===== config.mk =====
export PLATFORM = sky130hd
export DESIGN_NAME = cdc_req_arbiter
export DESIGN_NICKNAME = d
export VERILOG_FILES = /design/src/rtl/cdc_req_arbiter.sv
export SDC_FILE = /design/constraint.sdc
export NUM_CORES = 1
export LEC_CHECK = 0
export ABC_AREA = 0
export CORE_MARGIN = 2
export CORE_UTILIZATION = 37
export DETAILED_ROUTE_END_ITERATION = 6
export GPL_TIMING_DRIVEN = 1
export PLACE_DENSITY = 0.8
export SLEW_MARGIN = 20
export SYNTH_ARGS = -nofsm -noshare
export SYNTH_HDL_FRONTEND = slang
export SYNTH_SLANG_ARGS = --single-unit

===== constraint.sdc =====
create_clock -name clk_i -period 3.05 [get_ports clk_i]
set_clock_uncertainty 0.15 [all_clocks]
set_input_delay 0.61 -clock clk_i [delete_from_list [all_inputs] [get_ports clk_i]]
set_output_delay 0.61 -clock clk_i [all_outputs]
set_load 0.005 [all_outputs]

===== src/rtl/cdc_req_arbiter.sv =====
// Source-domain side of a shared bundled-data CDC channel: round-robin arbitration
// across requesters, a stable payload register, and a 4-phase req/ack sequencer with timeout.
module cdc_req_arbiter #(
   parameter int N_REQ   = 4,
   parameter int W       = 32,
   parameter int TIMEOUT = 1024
) (
   input  logic                       clk_i,
   input  logic                       rst_i,
   input  logic [N_REQ-1:0]           req_valid_i,
   input  logic [N_REQ*W-1:0]         req_data_i,
   output logic [N_REQ-1:0]           req_ready_o,
   output logic [W-1:0]               cdc_data_o,
   output logic [$clog2(N_REQ)-1:0]   cdc_id_o,
   output logic                       cdc_req_o,
   input  logic                       cdc_ack_i,
   output logic                       busy_o,
   output logic                       done_o,
   output logic                       timeout_o,
   output logic [1:0]                 dbg_state_o,
   output logic [$clog2(N_REQ)-1:0]   dbg_ptr_o
);

   // Handshake: requester k transfers when req_valid_i[k] & req_ready_o[k] at a rising
   // edge; ready is never held off by valid and at most one ready bit is set per cycle.

   localparam int IW = $clog2(N_REQ);
   localparam int CW = (TIMEOUT > 0) ? $clog2(TIMEOUT + 1) : 1;
   localparam logic [CW-1:0] CNT_LAST = CW'((TIMEOUT > 0) ? TIMEOUT - 1 : 0);

   typedef enum logic [1:0] {
      S_IDLE      = 2'd0,
      S_WAIT_ACK  = 2'd1,
      S_WAIT_NACK = 2'd2
   } state_t;

   state_t          state_q, state_d;
   logic [IW-1:0]   ptr_q, ptr_d;
   logic [W-1:0]    data_q, data_d;
   logic [IW-1:0]   id_q, id_d;
   logic [CW-1:0]   cnt_q, cnt_d;
   logic            req_q, req_d;
   logic            done_q, done_d;
   logic            timeout_q, timeout_d;
   logic            abandoned_q, abandoned_d;

   logic            found;
   logic [IW-1:0]   grant;
   logic            accept;

   always_comb begin
      found = 1'b0;
      grant = '0;
      for (int i = 0; i < N_REQ; i++) begin
         if (!found && req_valid_i[(int'(ptr_q) + i) % N_REQ]) begin
            found = 1'b1;
            grant = IW'((int'(ptr_q) + i) % N_REQ);
         end
      end
   end

   // A lingering ack in IDLE (spurious or from an abandoned transfer) blocks new accepts.
   assign accept = (state_q == S_IDLE) && !cdc_ack_i && !rst_i && found;

   always_comb begin
      req_ready_o = '0;
      if (accept) req_ready_o[grant] = 1'b1;
   end

   always_comb begin
      state_d     = state_q;
      ptr_d       = ptr_q;
      data_d      = data_q;
      id_d        = id_q;
      cnt_d       = cnt_q;
      req_d       = req_q;
      done_d      = 1'b0;
      timeout_d   = 1'b0;
      abandoned_d = abandoned_q;
      case (state_q)
         S_IDLE: begin
            if (accept) begin
               data_d      = req_data_i[int'(grant)*W +: W];
               id_d        = grant;
               ptr_d       = (grant == IW'(N_REQ - 1)) ? '0 : grant + 1'b1;
               cnt_d       = '0;
               abandoned_d = 1'b0;
               req_d       = 1'b1;
               state_d     = S_WAIT_ACK;
            end
         end
         S_WAIT_ACK: begin
            if (cdc_ack_i) begin
               req_d   = 1'b0;
               state_d = S_WAIT_NACK;
            end else if ((TIMEOUT != 0) && (cnt_q == CNT_LAST)) begin
               req_d       = 1'b0;
               timeout_d   = 1'b1;
               abandoned_d = 1'b1;
               state_d     = S_WAIT_NACK;
            end else begin
               cnt_d = cnt_q + 1'b1;
            end
         end
         S_WAIT_NACK: begin
            if (!cdc_ack_i) begin
               done_d  = !abandoned_q;
               state_d = S_IDLE;
            end
         end
         default: state_d = S_IDLE;
      endcase
   end

   always_ff @(posedge clk_i) begin
      if (rst_i) begin
         state_q     <= S_IDLE;
         ptr_q       <= '0;
         data_q      <= '0;
         id_q        <= '0;
         cnt_q       <= '0;
         req_q       <= 1'b0;
         done_q      <= 1'b0;
         timeout_q   <= 1'b0;
         abandoned_q <= 1'b0;
      end else begin
         state_q     <= state_d;
         ptr_q       <= ptr_d;
         data_q      <= data_d;
         id_q        <= id_d;
         cnt_q       <= cnt_d;
         req_q       <= req_d;
         done_q      <= done_d;
         timeout_q   <= timeout_d;
         abandoned_q <= abandoned_d;
      end
   end

   assign cdc_data_o  = data_q;
   assign cdc_id_o    = id_q;
   assign cdc_req_o   = req_q;
   assign busy_o      = (state_q != S_IDLE);
   assign done_o      = done_q;
   assign timeout_o   = timeout_q;
   assign dbg_state_o = state_q;
   assign dbg_ptr_o   = ptr_q;

endmodule


## Yosys cells after proc, flatten, opt, wreduce, memory -nomap -nowiden

Cells that the tools add are included.

- Input bits: 135
- Word-level logic and storage cells: 103
- Flip-flop bits (word level): 53
- Output and inout port bits: 46

- Reduce and logical (&&, ||, !) cells: 26
- Add/subtract/negate cells: 5
- Shifts and indexed selects: 1
- Magnitude comparators: 6
- Bitwise logic cells: 5
- Equal/unequal tests: 10
- Mux-type cells: 41

Operators with widths:

| operator | count |
|---|---|
| $shiftx A128 B8 Y32 | 1 |
| $mux W11 | 3 |
| $pmux W11 S2 | 1 |
| $mux W1 | 19 |
| $mux W2 | 9 |
| $lt A3 B4 Y1 const B | 3 |
| $add A11 B1 Y11 const B | 1 |
| $eq A11 B10 Y1 const B | 1 |
| $ne A2 B2 Y1 const B | 5 |
| $bmux W1 S2 | 4 |
| $reduce_and A4 Y1 | 2 |
| $logic_and A1 B1 Y1 | 7 |
| $logic_not A1 Y1 | 6 |
| $lt A2 B3 Y1 const B | 2 |
| $pmux W2 S3 | 1 |
| $reduce_and A3 Y1 | 2 |
| $reduce_or A2 Y1 | 3 |
| $reduce_or A3 Y1 | 2 |
| $add A2 B1 Y2 const B | 2 |
| $add A2 B2 Y2 const B | 2 |
| $eq A2 B2 Y1 const B | 2 |
| $mux W4 | 1 |
| $pmux W1 S2 | 2 |
| $reduce_bool A2 Y1 | 2 |
| 8 further kinds | 11 |

## Depth between registers and ports, before layout

- Depth after elaboration: 19
- Gate-level depth with buffers: 8
- Depth with buffers taken out: 6

## Worst setup path before layout

OpenSTA, ideal clock, no wires.

- Path kind: input to output
- Start: in req_valid_i[0]
- End: out req_ready_o[3]
- Data required time: 2.290 ns
- Cell stages on the path: 7
- Buffers on the path: 2
- Slack: 0.350 ns
- Data arrival time: 1.940 ns
- Cells stage by stage: nor2b_1 > or4_4 > nand2_2 > buf_6 > buf_6 > ha_1 > and3_1

- Longest elaborated chain between the ends: 17
- Elaborated cells between the ends (all ways): 32
- Those cells by class: order compare: 2; mux: 22; reduce/logical: 8

RTL lines:

| item | RTL line | source |
|---|---|---|
| start: declaration | 10 | `input logic [N_REQ-1:0] req_valid_i,` |
| $bmux W1 S2 | 55 | `if (!found && req_valid_i[(int'(ptr_q) + i) % N_REQ]) begin` |
| $mux W1 (not written as such) | 55 |  |
| $mux W1 | 55 |  |
| $logic_not A1 Y1 | 55 |  |
| $logic_and A1 B1 Y1 | 55 |  |
| $mux W1 | 55 |  |
| $logic_not A1 Y1 | 55 |  |
| $logic_and A1 B1 Y1 | 55 |  |
| $mux W1 | 55 |  |
| $logic_not A1 Y1 | 55 |  |
| $logic_and A1 B1 Y1 | 55 |  |
| $mux W2 | 55 |  |
| $lt A2 B3 Y1 (not written as such) or $ge A2 B1 Y1 (tied branches) | 67 | `if (accept) req_ready_o[grant] = 1'b1;` |
| $logic_and A1 B1 Y1 (not written as such) | 67 |  |
| $mux W1 (not written as such) | 67 |  |
| $demux W1 S2 | 67 |  |
| $mux W4 (*) | 67 |  |
| end: declaration | 12 | `output logic [N_REQ-1:0] req_ready_o,` |

Every way passes the cells marked *; elsewhere a longest branch is shown, timed or not. The select of a mux whose other input is x is not followed.

## Worst setup path after layout

- Start: in req_valid_i[3]
- End: out req_ready_o[3]

Same word-level chain as after synthesis.

==> metrics.md <==
| Metric | Value |
|---|---|
| Placed cells | `586` |
| Clock transition at path regs | `0.10 ns` |
| Final core utilization | `65.1%` |
| Gate Count Post-Synth | `304` |
| RSZ-0062 raised after global routing | `no` |
| CTS tree | `yes` |
| Arr. time, crit path | `2.18 ns` |
| GR Util All Layers | `21.4%` |
| DP HPWL | `7240 um` |
| Initial Util | `37.5%` |
| VDD IR max | `0.231 mV` |
| Post-Synth Simple-Gate Area | `15.6%` |
| Rel. slew slack | `47.8%` |
| Critical setup path kind | `in -> out` |
| Origin of the worst setup path | `req_valid_i[3]` |
| Wirelength per Cell | `15.6 um` |
| Critical Path Slowest Stage Cell | `clkdlybuf4s50_1` |
| Worst hold slack | `0.293 ns` |
| R2R setup slack | `0.53 ns` |
| Power per cell area | `376 nW/um^2` |
| Worst Setup EP | `req_ready_o[3]` |
| Setup-failing EPs final | `0` |
| CP Launch Type | `input pin` |
| Fraction of layout cells with a size suffix above 1 | `7.93%` |
| Tcrit/Tclk final | `96.3%` |
| Vias in the first global route | `3067` |
| # IOs | `181` |
| Xor/xnor cell area share of the yosys netlist | `0.920%` |
| Post-synth net total | `441` |
| Mux share of post-synthesis cell area | `23.5%` |
| Setup TNS | `0 ns` |
| Ys flop type | `dfxtp_1` |
| Final Critical Period | `2.94 ns` |
| First-pass GRT wire length | `14600 um` |
| Pleak | `1.92 nW` |
| Status | `completed` |
| Syn. warnings | `0` |
| Via density | `5.16` |
| Slowest Stage Delay on Critical Path | `0.49 ns` |
| Share of flip-flops with an asynchronous set or reset | `0%` |
| Netlist cell types | `43` |
| Mean Syn Cell Area | `9.39 um^2` |
| Most frequent cells in the layout | `clkdlybuf4s50_1, mux2i_1, dfxtp_1` |
| # nets final | `628` |
| CTS Sinks | `53` |
| Max Cap Viol | `0` |
| Die area | `8440 um^2` |
| Drc violations | `0` |
| Largest net degree at the start of global routing | `41` |
| Total number of vias | `3068` |
| Worst flop-to-flop path startpoint | `dbg_ptr_o[0]` |
| Final instance area | `4950 um^2` |
| Pre-CTS setup slack | `-0.360 ns` |
| Largest family of logic cells by synthesized area | `multiplexers` |
| Final Slew Violations | `0` |
| Number of synthesized flops with an enable pin | `0` |
| Gr ovfl total | `0` |
| Site row count | `32` |
| Die Ht | `91.8 um` |
| Crit-path cells | `clkdlybuf4s50_1, nor2_1, or4_4, nand2_4, ha_1, and3_1, dlygate4sd2_1` |
| Fin. Hold Viols | `0` |
| CP required | `2.29 ns` |
| Core ar. | `7610 um^2` |
| Final wirelength | `9250 um` |
| Die width | `91.8 um` |
| Hold_buf cts | `0` |
| Most common cell after layout, fill and taps aside | `clkdlybuf4s50_1` |
| Max Root-Sink Buffers | `2` |
| PnR Total Power | `1.86 mW` |
| Critical path peak fanout | `2` |
| Clock latency at the later pin of the worst-skew pair | `0.30 ns` |
| Root buf cell | `clkbuf_8` |
| 1st-iter DRT viols | `128` |
| Reg2reg path depth | `7` |
| Adder-cell share of the synthesized area | `0.876%` |
| Cts bufs inserted | `5` |
| Synthesized flop and latch total | `53` |
| DRT Pass-1 Iters | `6` |
| R2R Path End | `cdc_data_o[1]` |
| Setup crit end kind | `primary output` |
| ANT cells | `0` |
| Hold crit path type | `reg -> reg` |
| Placement Cell Area | `4820 um^2` |
| PnR worst setup slack | `0.114 ns` |
| # H-tree levels | `2` |
| Peak Freq | `0.341 GHz` |
| Sequential fraction of the synthesis area | `37.2%` |
| Mapped cell area | `2860 um^2` |
| Port Buffers | `180` |
| Final Non-Filler Cells | `594` |
| Post-synthesis compound-gate area fraction | `17.4%` |
| Antenna violations before repair | `0` |
| Syn-to-layout area delta | `73.5%` |
| Worst-Margin Slew | `0.777 ns` |
| GPL Wtd Cong | `0.864` |
| Final ANT Viol Nets | `0` |
how the worst min path moves through the flow:
stage	from	end	slack, ns	cells after the start
5_1_grt	cnt_q[10]	cnt_q[10]	0.31	1
3_5_place_dp	cnt_q[10]	cnt_q[10]	0.28	1
4_1_cts	cnt_q[10]	cnt_q[10]	0.30	1
2_1_floorplan	cnt_q[10]	cnt_q[10]	0.27	1
3_3_place_gp	cnt_q[10]	cnt_q[10]	0.28	1
6_report	cnt_q[10]	cnt_q[10]	0.29	1
cells in the mapped netlist, types with 2 or more instances:
master    number  area [um^2]
nor2_1        17         63.8
or2_1          2         12.5
buf_2          5         25.0
or3_1          5         31.3
o221ai_1      33          289
mux2i_1       66          661
xnor2_1        3         26.3
nand2_1       44          165
buf_4          5         37.5
nor2b_1        4         25.0
a211oi_1       2         15.0
nand2b_1       2         12.5
inv_1          4         15.0
dfxtp_1       53         1060
o31a_1         2         17.5
nor4_2         2         25.0
ha_1           2         25.0
o21ai_0        2         10.0
nand4_1        3         18.8
a21oi_1        9         45.0
o21a_1         3         22.5
buf_6          2         22.5
clkbuf_1       8         30.0
nand3_1        4         20.0
and3_1         3         18.8
a21o_1         2         15.0
routing by layer:
metal | wire, um | share of wire, % | track usage (%) | vias to the layer above
li1 | - | - | - | 1510
met1 | 3780 | 41 | 24.8 | 1419
met2 | 4640 | 50 | 37.8 | 123
met3 | 609 | 6.6 | 5.18 | 16
met4 | 212 | 2.3 | 8.08 | 0
met5 | 0 | 0 | 0 | -
state kept, by name, indices dropped and copies added (netlist names):
register and cells:
cnt_q 11, dbg_state_o 2, cdc_id_o 2, done_o 1
dbg_ptr_o 2, cdc_req_o 1, cdc_data_o 32, timeout_o 1
abandoned_q 1
critical path: cells and delay by family:
family,cells,cell delay (ns)
and+or+nand+nor,4,0.71
adders and majority gates,1,0.14
buffers and inverters,2,0.72
what timing repair did:
action                     CTS  global route
pin swaps                    0             1
resized for setup           10             1
setup endpoints to repair    4             1
buffers inserted             0             0
layout make-up:
| type | instances | area [um^2] |
|---|---|---|
| Fill cell | 610 | 2650 |
| Clock buffer | 6 | 82.6 |
| Sequential cell | 53 | 1060 |
| Multi-Input combinational cell | 227 | 1680 |
| Tap cell | 102 | 128 |
| Inverter | 4 | 15.0 |
| Timing Repair Buffer | 200 | 1950 |
| Clock inverter | 2 | 37.5 |
cell families after synthesis:
family / after synthesis
and+or+nand+nor: 93
muxes: 67
AOI/OAI and AO/OA: 62
DFF: 53
buffers and inverters: 24
xor gates and xnor gates: 3
adders and majority gates: 2
power by group:
part	internal [mW]	total [mW]	switching, mW
Combinational	0.369	0.585	0.215
Clock	0.267	0.503	0.236
Sequential	0.744	0.776	0.0317
Power figures use the tool's default switching activity.
